==> src/rtl/line_column_buffer.sv <==
// Raster-to-column converter: buffers the previous KERNEL_HEIGHT-1 rows and emits
// one vertical KERNEL_HEIGHT-pixel column per accepted pixel once enough rows exist.
module line_column_buffer #(
  parameter int DATA_WIDTH    = 16,
  parameter int KERNEL_HEIGHT = 3,
  parameter int IMG_WIDTH     = 28,
  parameter int IMG_HEIGHT    = 28,
  localparam int XW = $clog2(IMG_WIDTH),
  localparam int YW = $clog2(IMG_HEIGHT)
) (
  input  logic                                clk,
  input  logic                                reset,
  input  logic                                in_valid,
  output logic                                in_ready,
  input  logic [DATA_WIDTH-1:0]               in_data,
  output logic                                col_valid,
  input  logic                                col_ready,
  output logic [KERNEL_HEIGHT*DATA_WIDTH-1:0] col_data,
  output logic [XW-1:0]                       col_x,
  output logic                                col_eol,
  output logic                                col_eof
);

  // state  | meaning
  // FILL   | priming line memories, y < KERNEL_HEIGHT-1, no output
  // STREAM | every accepted pixel produces a column
  typedef enum logic {FILL, STREAM} state_t;

  localparam logic [XW-1:0] X_LAST      = XW'(IMG_WIDTH - 1);
  localparam logic [YW-1:0] Y_FILL_LAST = YW'(KERNEL_HEIGHT - 2);
  localparam logic [YW-1:0] Y_LAST      = YW'(IMG_HEIGHT - 1);

  state_t state, state_next;
  logic [XW-1:0] x;
  logic [YW-1:0] y;
  logic          accept;
  logic [KERNEL_HEIGHT*DATA_WIDTH-1:0] col_next;

  logic [DATA_WIDTH-1:0] line_mem [KERNEL_HEIGHT-1][IMG_WIDTH];

  assign accept = in_valid && in_ready;

  always_comb begin
    state_next = state;
    in_ready   = 1'b1;
    case (state)
      FILL: begin
        in_ready = 1'b1;
        if (accept && x == X_LAST && y == Y_FILL_LAST)
          state_next = STREAM;
      end
      STREAM: begin
        in_ready = !col_valid || col_ready;
        if (accept && x == X_LAST && y == Y_LAST)
          state_next = FILL;
      end
      default: state_next = FILL;
    endcase
  end

  always_ff @(posedge clk or posedge reset) begin
    if (reset) state <= FILL;
    else       state <= state_next;
  end

  always_ff @(posedge clk or posedge reset) begin
    if (reset) begin
      x <= '0;
      y <= '0;
    end else if (accept) begin
      if (x == X_LAST) begin
        x <= '0;
        y <= (y == Y_LAST) ? '0 : y + 1'b1;
      end else begin
        x <= x + 1'b1;
      end
    end
  end

  // Oldest row sits in slice 0; the live pixel fills the top slice.
  always_comb begin
    col_next = '0;
    for (int i = 0; i < KERNEL_HEIGHT - 1; i++)
      col_next[i*DATA_WIDTH +: DATA_WIDTH] = line_mem[i][x];
    col_next[(KERNEL_HEIGHT-1)*DATA_WIDTH +: DATA_WIDTH] = in_data;
  end

  // Line memories are never reset; output gating by state makes stale contents harmless.
  always_ff @(posedge clk) begin
    if (accept) begin
      for (int k = 0; k < KERNEL_HEIGHT - 2; k++)
        line_mem[k][x] <= line_mem[k+1][x];
      line_mem[KERNEL_HEIGHT-2][x] <= in_data;
    end
  end

  always_ff @(posedge clk or posedge reset) begin
    if (reset) begin
      col_valid <= 1'b0;
      col_data  <= '0;
      col_x     <= '0;
      col_eol   <= 1'b0;
      col_eof   <= 1'b0;
    end else if (accept && state == STREAM) begin
      col_valid <= 1'b1;
      col_data  <= col_next;
      col_x     <= x;
      col_eol   <= (x == X_LAST);
      col_eof   <= (x == X_LAST) && (y == Y_LAST);
    end else if (col_ready) begin
      col_valid <= 1'b0;
    end
  end

endmodule
==> config.mk <==
export PLATFORM = sky130hd
export DESIGN_NAME = line_column_buffer
export DESIGN_NICKNAME = d
export VERILOG_FILES = /design/src/rtl/line_column_buffer.sv
export SDC_FILE = /design/constraint.sdc
export NUM_CORES = 1
export LEC_CHECK = 0
export BUFFER_PORTS_ARGS = -buffer_cell sky130_fd_sc_hd__buf_2
export CORE_ASPECT_RATIO = 2
export CORE_UTILIZATION = 55
export DETAILED_ROUTE_END_ITERATION = 8
export PLACE_DENSITY = 0.77
export SYNTH_ARGS = -nofsm -noshare
export SYNTH_HDL_FRONTEND = slang
export SYNTH_SLANG_ARGS = --single-unit
==> constraint.sdc <==
create_clock -name clk -period 4.7 [get_ports clk]
set_clock_uncertainty 0.1 [all_clocks]
set_input_delay 0.705 -clock clk [delete_from_list [all_inputs] [get_ports clk]]
set_output_delay 0.705 -clock clk [all_outputs]
set_load 0.02 [all_outputs]
; Word-level counts from Yosys, hierarchy flattened
; Memories as Yosys holds them, arrays and structs flattened.
; Index checks and enable logic that the tools add are counted.
[classes]
n_mux = 18
magnitude_cmp = 2
n_reduce_logical = 11
eq_ne = 3
div_mod_pow = 0
n_shift = 0
add_sub_neg = 2
bitwise_logic = 2
mul = 0
[op_table]
columns = op, count
row1 = $mux 448, 1
row2 = $bmux 16 s5, 2
row3 = $demux 16 s5, 1
row4 = $mux 16, 5
row5 = $add 5x1->5 const B, 2
row6 = $eq 5x5->1 const B, 2
row7 = $mux 5, 2
row8 = $logic_and 1x1->1, 7
row9 = $ge 6x6->1 const B, 1
row10 = $lt 6x1->1 const B, 1
row11 = $not 5->6, 1
row12 = $eq 5x1->1 const B, 1
row13 = $mux 1, 5
row14 = $pmux 1 s2, 2
row15 = $reduce_and 2->1, 1
row16 = $reduce_bool 2->1, 1
row17 = $logic_not 1->1, 1
row18 = $logic_or 1x1->1, 1
row19 = $not 1->1, 1
[totals]
inputBits = 20
mem_bits_rw = 896
output_inout_bits = 57
romBits = 0
latch_bits = 0
word_cells = 47
mem_count = 1
regBits = 67
[memory_table]
columns = memory, depth, word_bits, rd, rd_clocked_by_memory_dff, wr, line
row1 = line_mem, 2, 448, 2, 0, 2, 39  ; logic [DATA_WIDTH-1:0] line_mem [KERNEL_HEIGHT-1][IMG_WIDTH];

; Depth between registers and ports, before layout
[logic_depth]
depth_word = 8
depth_mapped = 8
depth_no_buf = 6

; Worst setup path before layout
; OpenSTA, ideal clock, no wires.
[synth_path]
kind = in2reg
start = in col_ready
end = mem line_mem[0][192] (netlist bit), enable pin
required_ps = 4179
setup_ps = 421
path_stages = 4
arrival_time_ps = 2771
n_path_buf = 0
setup_slack_ps = 1408
cell_sequence = and3b_1 > nor2_1 > nand2_1 > nor2_1
[synth_rtl]
columns = item, line
row1 = from (decl), 17  ; input logic col_ready,
row2 = to (decl), 39

==> metrics.cfg <==
[clocking]
hold_buffers = 0
h-tree-depth = 3
clk-insertion-delay-late_ns = 0.66
post_cts_buffers = 0
cts_buffer_depth = 3
cts_buffers = 76
cts.clk_slew.worst_paths_ns = 0.07
post_cts_resized = 0
clock-root-buffer = clkbuf_16
cts_sinks = 963
cts_tree = done

[global_route]
antenna_found_initial = 1
grt_pass1_wl_mm = 137
grt_max_degree = 80
grt_usage_pct = 29.6
grt-ovfl-total = 0
grt_pass1_vias = 19504

[drt]
viasPerCell = 6.70
drc = 0
ant_nets = 0
vias = 18950
drt-initial-drc-count = 2430
first_pass_iters = 5
avgRoutedWirePerCell_um = 34.3
drt_wl_total_mm = 97.1

[hold_path]
hold_path_class = in2async

[power_and_ir_drop]
vdd_drop_max_mv = 0.397
pwr_density_cell_mw_per_mm2 = 602
p_leak_nw = 13.7

[yosys]
synth-seq-cells = 963
ys_seq_area_share_pct = 77.9
synth-async-reset-ratio_pct = 6.96
ys.flop_type = edfxtp_1
synth_area_mm2 = 0.0367
ys_types = 64
syn-instance-count = 1742
avgSynthCellArea_um2 = 21.1
synth-edff-count = 896
syn-num-nets = 1768
ys_warn_count = 0

[sta]
min_period_ns = 3.65
finalSetupTns_ns = 0
hold_viol_final = 0
drv_slew = 0
max-slew-margin-rel_pct = 10.3
max_slew.worst_pin.slew_ns = 1.34
setup_violations = 0
rsz0062_at_grt = false
worst_slack_ns = 1.05
fin_crit_sh_pct = 77.7
fmax_ghz = 0.274

[worst_setup_path]
end_kind = flop
start_kind = flop
cp_max_fo = 41
required_ns = 4.74
crit_path_max_incr_delay_ns = 0.91
slowest_stage = dfrtp_4
worstPathCellList = buf_4 > mux4_2 > a221oi_2 > nand2_1
cp.arrival_ns = 3.70
critPathKind = reg2reg

[die]
die_x_um = 185
die_y_um = 367
initial_core_util_pct = 55.7
core_mm2 = 0.0659
rows = 133
ios = 77
fp.dieArea_mm2 = 0.0678

[status]
outcome = finished clean

[layout]
drive_above_1_share_pct = 26.5
nNetsFinal = 1915
fillCellCount = 4370
syn2layout_area_growth_pct = 12.7

[place]
port_buffers = 76
dp_hpwl_mm = 59.3
routabilityCongestion = 0.864
pre_cts_ws_ns = 1.11

[job]
cap_violations = 0

area by class of cell:
type,instances,area (um^2),share of cell area (%)
diodes,1,2.50,0.00605
clock buffers,91,2010,4.86
clock inverters,50,654,1.58
inverters,10,40.0,0.0968
multi-input cells,676,7790,18.8
flip-flops and latches,963,28600,69.1
well taps,877,1100,2.65
repair buffers,162,1160,2.81
cells in the mapped netlist (all sizes together), types with 6 or more instances:
master  instances  area, um^2
a31oi          31         194
nand3           6        30.0
mux2i          82         821
o21ai          11        55.1
a21oi          16        80.1
inv            10        37.5
buf            60         387
ha              6        75.1
dfrtp          67        1680
nand2          90         338
a22o           40         350
nor2           66         248
clkbuf         33         128
o22ai          35         219
a221oi         29         310
mux4          183        4150
a211oi         14         105
edfxtp        896       26900
final timing paths:
| check | slack (ns) | to | from | cells past startpoint |
|---|---|---|---|---|
| setup reg to reg | 1.05 | line_mem[0][367] | x[0] | 4 |
| min in group clk | 0.32 | col_valid | col_ready | 3 |
| hold reg to reg | 0.37 | col_data[41] | col_data[41] | 2 |
| hold / removal | 0.05 | col_x[0] | reset | 2 |
| setup / recovery | 1.05 | line_mem[0][367] | x[0] | 4 |
| max in group asynchronous | 3.35 | x[3] | reset | 3 |
layer usage:
metal | vias up | wire length [um] | share of wire, % | track usage [%]
met4 | 2 | 7560 | 7.8 | 20.0
met5 | - | 14 | 0.014 | 0
met2 | 1289 | 51300 | 53 | 51.4
li1 | 7525 | - | - | -
met3 | 357 | 8010 | 8.2 | 4.97
met1 | 9777 | 30200 | 31 | 33.1
where the power goes:
group	total, W	switching [W]	leakage, nW	internal (W)
registers	0.0117	0.000360	9.02	0.0114
clock network	0.00690	0.00303	1.29	0.00387
logic	0.00627	0.00424	3.39	0.00203
total	0.0249	0.00763	13.7	0.0173
registers in the layout (all words and copies together), names as in the netlist:
register and cells:
col_eof 1, line_mem 896, y 5, col_valid 1, col_data 48, col_eol 1
x 5, state 1, col_x 5
stage by stage:
stage	instances	hold WS [ns]	power, W	instance area, um^2	utilization [%]
finish	2830	0.0464	0.0249	41300	62.7
detailed placement	2688	0.359	0.0181	38700	58.7
CTS	2829	0.0401	0.0248	41300	62.7
global placement	2688	0.355	0.0178	38700	58.7
global route	2829	0.0629	0.0255	41300	62.7
floorplan	1742	0.382	0.0154	36700	-
worst max-delay path: cells and delay by family (launching register included):
| family | cells | cell delay [ns] |
|---|---|---|
| AO/OA/AOI/OAI | 1 | 0.45 |
| flip-flops | 1 | 0.91 |
| AND/OR/NAND/NOR | 1 | 0.69 |
| buffers and inverters | 1 | 0.40 |
| multiplexers | 1 | 0.54 |
cells by family (layout without fill, tap and decap cells):
family | Yosys count | in the layout | synth area share, %
simple gates | 203 | 203 | 2.61
compound gates | 196 | 196 | 4.05
xor+xnor | 1 | 1 | 0.0239
buf+inv | 103 | 313 | 1.50
other cells | 0 | 1 | 0
fa+ha+maj | 6 | 6 | 0.205
flops | 963 | 963 | 77.9
mux | 270 | 270 | 13.7
layout by cell type, fill, tap and decap left out, types with 39 or more instances in the layout:
| cell | instances |
|---|---|
| mux4_2 | 176 |
| a22o_1 | 40 |
| buf_2 | 76 |
| mux2i_1 | 82 |
| nor2_1 | 39 |
| buf_4 | 75 |
| edfxtp_1 | 896 |
| nand2_1 | 90 |
| clkbuf_16 | 78 |
| dfrtp_1 | 65 |
Power figures use the tool's default switching activity.
